`src/rtl/uart_pkg.sv`:
```
// Shared UART definitions: receiver FSM states, parity-mode encoding and the
// parity helper, which is also used by uart_tx.
package uart_pkg;

  typedef enum logic [2:0] {
    ST_IDLE,
    ST_START,
    ST_DATA,
    ST_PARITY,
    ST_STOP,
    ST_GAP,
    ST_DONE,
    ST_BREAK
  } rx_state_t;

  typedef enum logic [2:0] {
    PAR_NONE,
    PAR_EVEN,
    PAR_ODD,
    PAR_LOW,
    PAR_HIGH
  } parity_mode_t;

  // Maps the single-character PARITY parameter ("N","E","O","L","H") to a mode.
  function automatic parity_mode_t parity_mode(input logic [7:0] c);
    case (c)
      "N":     return PAR_NONE;
      "E":     return PAR_EVEN;
      "O":     return PAR_ODD;
      "H":     return PAR_HIGH;
      default: return PAR_LOW;
    endcase
  endfunction

  // Data is zero-extended to 9 bits; the unused upper bits leave the XOR unchanged.
  function automatic logic expected_parity(input logic [8:0] data, input parity_mode_t mode);
    case (mode)
      PAR_EVEN: return ^data;
      PAR_ODD:  return ~^data;
      PAR_HIGH: return 1'b1;
      default:  return 1'b0;
    endcase
  endfunction

endpackage

```
`src/rtl/uart_rx_sampler.sv`:
```
// Line synchroniser, bit-period counter and mid-bit sampler for uart_rx.
// UART_RX_MAJORITY_EN selects a 2-of-3 majority vote around mid-bit.
module uart_rx_sampler #(
  parameter int unsigned DIV  = 86,
  parameter int unsigned HALF = 43
) (
  input  logic clk_i,
  input  logic rst_i,
  input  logic i_rx,
  input  logic i_restart,
  output logic o_rxs,
  output logic o_fall,
  output logic o_sample,
  output logic o_bit
);

  localparam int unsigned CW = $clog2(DIV + 1);

  logic          r_meta;
  logic          r_rxs;
  logic          r_prev;
  logic [CW-1:0] r_bcnt;

  always_ff @(posedge clk_i) begin
    if (rst_i) begin
      r_meta <= 1'b1;
      r_rxs  <= 1'b1;
      r_prev <= 1'b1;
      r_bcnt <= '0;
    end else begin
      r_meta <= i_rx;
      r_rxs  <= r_meta;
      r_prev <= r_rxs;
      if (i_restart || r_bcnt == CW'(DIV - 1))
        r_bcnt <= '0;
      else
        r_bcnt <= r_bcnt + 1'b1;
    end
  end

  assign o_rxs  = r_rxs;
  assign o_fall = r_prev & ~r_rxs;

`ifdef UART_RX_MAJORITY_EN
  logic r_s0;
  logic r_s1;

  always_ff @(posedge clk_i) begin
    if (rst_i) begin
      r_s0 <= 1'b1;
      r_s1 <= 1'b1;
    end else begin
      if (r_bcnt == CW'(HALF - 2)) r_s0 <= r_rxs;
      if (r_bcnt == CW'(HALF - 1)) r_s1 <= r_rxs;
    end
  end

  // Third vote is the live value at HALF, so the strobe moves one cycle later.
  assign o_sample = (r_bcnt == CW'(HALF));
  assign o_bit    = (r_s0 & r_s1) | (r_s0 & r_rxs) | (r_s1 & r_rxs);
`else
  assign o_sample = (r_bcnt == CW'(HALF - 1));
  assign o_bit    = r_rxs;
`endif

endmodule

```
`src/rtl/uart_rx.sv`:
```
// Multi-word UART receiver: collects WORD_COUNT characters into one bus with a
// one-cycle valid strobe. UART_RX_MAJORITY_EN enables majority bit sampling.
module uart_rx
  import uart_pkg::*;
#(
  parameter int unsigned CLK_RATE   = 10000000,
  parameter int unsigned BAUD_RATE  = 115200,
  parameter int unsigned WORD_LEN   = 8,
  parameter int unsigned WORD_COUNT = 8,
  parameter logic [7:0]  PARITY     = "L",
  parameter int unsigned STOP       = 1,
  parameter int unsigned GAP_BITS   = 16
) (
  input  logic                           clk_i,
  input  logic                           rst_i,
  input  logic                           rx_i,
  output logic [WORD_LEN*WORD_COUNT-1:0] rx_data_o,
  output logic                           rx_valid_o,
  output logic                           rx_parity_err_o,
  output logic                           rx_frame_err_o,
  output logic                           rx_timeout_o,
  output logic                           rx_busy_o
);

  localparam int unsigned  DIV     = CLK_RATE / BAUD_RATE;
  localparam int unsigned  HALF    = DIV / 2;
  localparam int unsigned  FW      = WORD_LEN * WORD_COUNT;
  localparam int unsigned  IDX_W   = (WORD_COUNT > 1) ? $clog2(WORD_COUNT) : 1;
  localparam int unsigned  GAP_LIM = GAP_BITS * DIV;
  localparam parity_mode_t PMODE   = parity_mode(PARITY);

  rx_state_t           r_state;
  logic [IDX_W-1:0]    r_idx;
  logic [3:0]          r_bit;
  logic                r_stop;
  logic [31:0]         r_gap;
  logic                r_perr;
  logic [WORD_LEN-1:0] r_word;
  logic [FW-1:0]       r_frame;
  logic [FW-1:0]       r_data;
  logic                r_valid;
  logic                r_perr_out;
  logic                r_ferr;
  logic                r_tout;
  logic                r_busy;

  logic                w_rxs;
  logic                w_fall;
  logic                w_sample;
  logic                w_bit;
  logic                w_restart;
  logic [8:0]          w_word9;
  logic [FW-1:0]       w_frame;

  assign w_restart = (r_state == ST_IDLE || r_state == ST_GAP) && w_fall;

  uart_rx_sampler #(
    .DIV  (DIV),
    .HALF (HALF)
  ) u_sampler (
    .clk_i     (clk_i),
    .rst_i     (rst_i),
    .i_rx      (rx_i),
    .i_restart (w_restart),
    .o_rxs     (w_rxs),
    .o_fall    (w_fall),
    .o_sample  (w_sample),
    .o_bit     (w_bit)
  );

  assign w_word9 = 9'(r_word);

  // Frame image with the word in flight merged into its slot.
  always_comb begin
    w_frame = r_frame;
    for (int unsigned k = 0; k < WORD_COUNT; k++)
      if (r_idx == IDX_W'(k)) w_frame[k*WORD_LEN +: WORD_LEN] = r_word;
  end

  always_ff @(posedge clk_i) begin
    if (rst_i) begin
      r_state    <= ST_IDLE;
      r_idx      <= '0;
      r_bit      <= '0;
      r_stop     <= 1'b0;
      r_gap      <= '0;
      r_perr     <= 1'b0;
      r_word     <= '0;
      r_frame    <= '0;
      r_data     <= '0;
      r_valid    <= 1'b0;
      r_perr_out <= 1'b0;
      r_ferr     <= 1'b0;
      r_tout     <= 1'b0;
      r_busy     <= 1'b0;
    end else begin
      r_valid    <= 1'b0;
      r_perr_out <= 1'b0;
      r_ferr     <= 1'b0;
      r_tout     <= 1'b0;
      case (r_state)
        ST_IDLE: begin
          if (w_fall) begin
            r_state <= ST_START;
            r_busy  <= 1'b1;
          end
        end
        ST_START: begin
          if (w_sample) begin
            if (w_bit) begin
              r_state <= (r_idx == '0) ? ST_IDLE : ST_GAP;
              if (r_idx == '0) r_busy <= 1'b0;
            end else begin
              r_state <= ST_DATA;
              r_bit   <= '0;
            end
          end
        end
        ST_DATA: begin
          if (w_sample) begin
            r_word <= {w_bit, r_word[WORD_LEN-1:1]};
            if (r_bit == 4'(WORD_LEN - 1)) begin
              r_state <= (PMODE == PAR_NONE) ? ST_STOP : ST_PARITY;
              r_stop  <= 1'b0;
            end else begin
              r_bit <= r_bit + 1'b1;
            end
          end
        end
        ST_PARITY: begin
          if (w_sample) begin
            if (w_bit != expected_parity(w_word9, PMODE)) r_perr <= 1'b1;
            r_state <= ST_STOP;
            r_stop  <= 1'b0;
          end
        end
        ST_STOP: begin
          if (w_sample) begin
            if (!w_bit) begin
              r_ferr  <= 1'b1;
              r_state <= ST_BREAK;
              r_busy  <= 1'b0;
              r_idx   <= '0;
              r_perr  <= 1'b0;
            end else if (r_stop == 1'(STOP - 1)) begin
              if (r_idx == IDX_W'(WORD_COUNT - 1)) begin
                r_state    <= ST_DONE;
                r_data     <= w_frame;
                r_valid    <= 1'b1;
                r_perr_out <= r_perr;
                r_busy     <= 1'b0;
              end else begin
                r_frame <= w_frame;
                r_idx   <= r_idx + 1'b1;
                r_gap   <= '0;
                r_state <= ST_GAP;
              end
            end else begin
              r_stop <= 1'b1;
            end
          end
        end
        ST_GAP: begin
          if (w_fall) begin
            r_state <= ST_START;
          end else if (r_gap == 32'(GAP_LIM - 1)) begin
            r_tout  <= 1'b1;
            r_state <= ST_IDLE;
            r_busy  <= 1'b0;
            r_idx   <= '0;
            r_perr  <= 1'b0;
          end else begin
            r_gap <= r_gap + 1'b1;
          end
        end
        ST_DONE: begin
          r_state <= ST_IDLE;
          r_idx   <= '0;
          r_perr  <= 1'b0;
        end
        ST_BREAK: begin
          if (w_rxs) r_state <= ST_IDLE;
        end
        default: r_state <= ST_IDLE;
      endcase
    end
  end

  assign rx_data_o       = r_data;
  assign rx_valid_o      = r_valid;
  assign rx_parity_err_o = r_perr_out;
  assign rx_frame_err_o  = r_ferr;
  assign rx_timeout_o    = r_tout;
  assign rx_busy_o       = r_busy;

endmodule

```
`config.mk`:
```
export PLATFORM = sky130hd
export DESIGN_NAME = uart_rx
export DESIGN_NICKNAME = d
export VERILOG_FILES = /design/src/rtl/uart_pkg.sv /design/src/rtl/uart_rx_sampler.sv /design/src/rtl/uart_rx.sv
export SDC_FILE = /design/constraint.sdc
export NUM_CORES = 1
export LEC_CHECK = 0
export CAP_MARGIN = 15
export CORE_ASPECT_RATIO = 0.8
export CORE_UTILIZATION = 45
export DETAILED_ROUTE_END_ITERATION = 8
export PLACE_DENSITY = 0.61
export SLEW_MARGIN = 40
export SYNTH_ARGS = -nofsm -noshare
export SYNTH_HDL_FRONTEND = slang
export SYNTH_HIERARCHICAL = 1
export SYNTH_SLANG_ARGS = --single-unit
```
`constraint.sdc`:
```
create_clock -name clk_i -period 3.1 [get_ports clk_i]
set_input_delay 0.93 -clock clk_i [delete_from_list [all_inputs] [get_ports clk_i]]
set_output_delay 0.93 -clock clk_i [all_outputs]
set_load 0.005 [all_outputs]
```
==> run_results.csv, run 1 <==
group,metric,value,unit
pwr,p_sw_frac,0.239,
yosys,syn_inst,985,
yosys,synth_top_family_by_area,"simple AND/OR/NAND/NOR gates",
pwr,clkPwrFrac,0.470,
pwr,finalPower,4.70,mW
global_route,grt_max_degree,121,
floorplan,ios,72,
timing,fmax,375,MHz
yosys,synth_compound_area_frac,0.157,
yosys,ys_ff_latch,186,
timing,slew_headroom,0.423,
yosys,synth_ff_type,"dfxtp_1",
worst_setup_path,r2r_cells,10,
pwr,powerDensity,480,mW/mm^2
yosys,synth_commonest_cells,"dfxtp_1, nor2_1, nand2_1",
clock_network,htreeDepth,4,
detailed_routing,drc,0,
clock_network,holdBufCountCts,0,
yosys,synth-simple-area-share,0.243,
placement,placed_area,0.00919,mm^2
timing,hold_viol_final,0,
yosys,muxShareOfSynthArea,0.0711,
yosys,yosys.area.top_type_share,0.447,
detailed_routing,routed_wl,20.6,mm
cells_and_area,fin_util,0.541,
yosys,ys_async_sr_fraction,0,
yosys,syn_nets,999,
job,cap_viol_max_count,0,
cells_and_area,nNetsFinal,1029,
clock_network,clock_latency,430,ps
yosys,synth.area.top_cells,"dfxtp_1, mux2i_1, nor2_1",
pwr,p_int,3.57,mW
clock_network,clockBufferDepth,2,
pwr,vdd.ir_drop.worst,0.344,mV
timing,whs,412,ps
min_path,min_to,"u_sampler/o_bit$_SDFF_PP1_",
worst_setup_path,critPathArrivalTime,3020,ps
clock_network,numCtsBuffers,17,
cells_and_area,postLayoutCellArea,0.00979,mm^2
yosys,synth.distinct_cells,73,
min_path,min_path_type,"reg -> reg",
clock_network,cts_tree,"yes",
detailed_routing,first_pass_iters,6,
yosys,syn_area,0.00833,mm^2
yosys,ys_seq_area_frac,0.447,
floorplan,die_w,154,um
worst_setup_path,cp-start-kind,"flip-flop",
min_path,min_from,"u_sampler/r_meta$_SDFF_PP1_",
cells_and_area,fin_cells,1258,
pwr,p_switching,1.12,mW
floorplan,die_h,124,um
timing,clock_skew,12.6,ps
clock_network,postCtsSetupRepairBufs,0,
detailed_routing,via_count,6936,
timing,worst_pin_slew,865,ps
cells_and_area,synthToLayoutAreaGrowth,17.6,%
yosys,synth.largest_area_cell,"dfxtp_1",
clock_network,post_cts_resized,0,
timing,fin_crit_sh,0.861,
cells_and_area,drive_gt1_frac,0.0837,
timing,rsz0062_at_grt,"false",
detailed_routing,wire_per_inst,16.3,um
worst_setup_path,rrSetupSlack,430,ps
clock_network,clock_sinks,186,
detailed_routing,via_per_inst,5.51,
worst_setup_path,path_max_fanout,12,
detailed_routing,drtIter0Drc,729,
global_route,grt_usage,0.219,
placement,io_buffers,71,
timing,final-setup-viol-count,0,
floorplan,coreArea,0.0181,mm^2
worst_setup_path,critical_path_required,3450,ps
global_route,grt_pass1_wl,33.1,mm
worst_setup_path,crit_type,"reg -> reg",
floorplan,start_util,0.460,
pwr,p_seq_frac,0.512,
global_route,grt-ovfl-total,0,
yosys,yosysMostFrequentCell,"dfxtp_1",
placement,dp_cells,1226,
yosys,yosysWarningCount,6,
floorplan,num_rows,44,
timing,finalSetupTns,0,ps
run_status,status,"completed",
yosys,synth_xor_area_frac,0.0189,
detailed_routing,postRouteAntennaNets,0,
clock_network,cts-root-buf,"clkbuf_16",
yosys,synth-edff-count,0,
placement,dp_hpwl,12.9,mm
pwr,p_comb_frac,0.018,
worst_setup_path,cp-end-kind,"flip-flop",
pwr,leakage,3.01,nW
worst_setup_path,reg2reg_from,"u_sampler/r_bcnt[0]$_SDFF_PP0_",
clock_network,path_clk_slew,70,ps
worst_setup_path,r2r_end,"r_gap[11]$_SDFFE_PP0P_",
placement,place_ws,530,ps
worst_setup_path,cp-startpoint,"u_sampler/r_bcnt[0]$_SDFF_PP0_",
timing,period_minus_slack,2670,ps
min_path,hold_path_depth,1,
global_route,first_global_vias,6062,
placement,gp_congestion,0.868,
global_route,antenna_found_initial,0,
cells_and_area,antenna_cells,0,
floorplan,dieArea,0.0191,mm^2
yosys,synth_fa_ha_area_frac,0.0165,
yosys,post_synth.cell_area_avg,8.45,um^2
timing,drv_slew,0,
timing,setup_slack,432,ps
==> critical path, cell delays in order (launching register included) <==
cell and delay [ps]:
dfxtp_1 360, inv_1 70, ha_1 130, nand4bb_1 90, nor3b_1 440, and3_1 230, o21ai_1 70, buf_4 190
or2_1 310, or4_1 520, a31oi_1 170
==> cell type report <==
| cell class | count | area, um^2 |
|---|---|---|
| Fill cell | 1648 | 8320 |
| Tap cell | 230 | 288 |
| Clock inverter | 15 | 180 |
| Clock buffer | 17 | 425 |
| Multi-Input combinational cell | 704 | 4230 |
| Sequential cell | 186 | 3730 |
| Inverter | 11 | 41.3 |
| Timing Repair Buffer | 95 | 901 |
==> kinds of logic (layout without fill, tap and decap cells) <==
kind of cell | count (synthesis) | after routing
AOI/OAI and AO/OA | 195 | 195
xor gates and xnor gates | 18 | 18
adders and majority gates | 11 | 11
buffers and inverters | 95 | 138
DFF | 186 | 186
muxes | 59 | 59
and+or+nand+nor | 421 | 421
==> sequential cells by signal, summed over array words and instances, names as in the netlist <==
register	count
r_gap	32
rx_frame_err_o	1
r_idx	3
rx_valid_o	1
u_sampler/r_meta	1
u_sampler/r_prev	1
rx_busy_o	1
rx_timeout_o	1
r_word	8
rx_data_o	64
r_bit	4
r_perr	1
r_frame	56
r_state	3
u_sampler/o_bit	1
rx_parity_err_o	1
u_sampler/r_bcnt	7
==> worst max-delay path by stage <==
stage                     slack [ps]                       to  cells past startpoint
after floorplan                  750  r_state[2]$_SDFFE_PP0P_                     10
after global placement           540   r_gap[14]$_SDFFE_PP0P_                     10
after detailed placement         530   r_gap[11]$_SDFFE_PP0P_                     10
after CTS                        500   r_gap[11]$_SDFFE_PP0P_                     10
after global routing             320   r_gap[14]$_SDFFE_PP0P_                      9
final                            430   r_gap[11]$_SDFFE_PP0P_                     10
==> power groups by stage <==
stage	Clock [mW]	Combinational, mW	Sequential, mW
3_5_place_dp	0	0.0843	2.46
3_3_place_gp	0	0.0858	2.46
5_1_grt	2.35	0.0936	2.41
6_report	2.21	0.0857	2.41
2_1_floorplan	0	0.0661	2.46
4_1_cts	2.25	0.0847	2.40
==> layout by cell type, fill, tap and decap left out, types with 5 or more instances in the layout <==
| cell type | netlist | final |
|---|---|---|
| a211oi_1 | 27 | 27 |
| a21oi_1 | 59 | 59 |
| a311oi_1 | 32 | 32 |
| and2_1 | 10 | 10 |
| and3_1 | 9 | 9 |
| buf_4 | 2 | 24 |
| clkbuf_16 | 0 | 17 |
| clkdlybuf4s50_1 | 0 | 70 |
| dfxtp_1 | 186 | 184 |
| ha_1 | 11 | 11 |
| inv_1 | 10 | 10 |
| mux2i_1 | 58 | 58 |
| nand2_1 | 126 | 126 |
| nand3_1 | 44 | 44 |
| nand4_1 | 11 | 11 |
| nor2_1 | 134 | 133 |
| nor2b_1 | 8 | 8 |
| nor3_1 | 15 | 15 |
| nor4_1 | 10 | 10 |
| nor4_2 | 5 | 5 |
| o21ai_0 | 31 | 31 |
| o21ai_1 | 7 | 7 |
| or3_1 | 9 | 9 |
| or4_1 | 5 | 5 |
| xnor2_1 | 13 | 13 |
| xor2_1 | 5 | 5 |
==> layer usage <==
metal / track usage / vias up / part of all wire
met5: 0 / - / 0
met4: 0.0394 / 0 / 0.0067
met3: 0.0498 / 11 / 0.045
met2: 0.300 / 167 / 0.40
met1: 0.344 / 3208 / 0.55
li1: - / 3550 / -
Power figures use the tool's default switching activity.
==> inputs of run 2 (changes only) <==
--- a/config.mk
+++ b/config.mk
@@ -8,6 +8,7 @@
 export CAP_MARGIN = 15
 export CORE_ASPECT_RATIO = 0.8
 export CORE_UTILIZATION = 45
+export CTS_BUF_LIST = sky130_fd_sc_hd__clkbuf_4 sky130_fd_sc_hd__clkbuf_8 sky130_fd_sc_hd__clkbuf_16
 export DETAILED_ROUTE_END_ITERATION = 8
 export PLACE_DENSITY = 0.61
 export SLEW_MARGIN = 40
==> results of run 2 <==
Final layout, timing and power as in run 1 (identical DEF).
==> inputs of run 3 (changes only) <==
--- a/config.mk
+++ b/config.mk
@@ -9,6 +9,7 @@
 export CORE_ASPECT_RATIO = 0.8
 export CORE_UTILIZATION = 45
 export CTS_BUF_LIST = sky130_fd_sc_hd__clkbuf_4 sky130_fd_sc_hd__clkbuf_8 sky130_fd_sc_hd__clkbuf_16
+export CTS_CLUSTER_DIAMETER = 80
 export DETAILED_ROUTE_END_ITERATION = 8
 export PLACE_DENSITY = 0.61
 export SLEW_MARGIN = 40
==> results of run 3 <==
Final layout, timing and power as in run 1 (identical DEF).
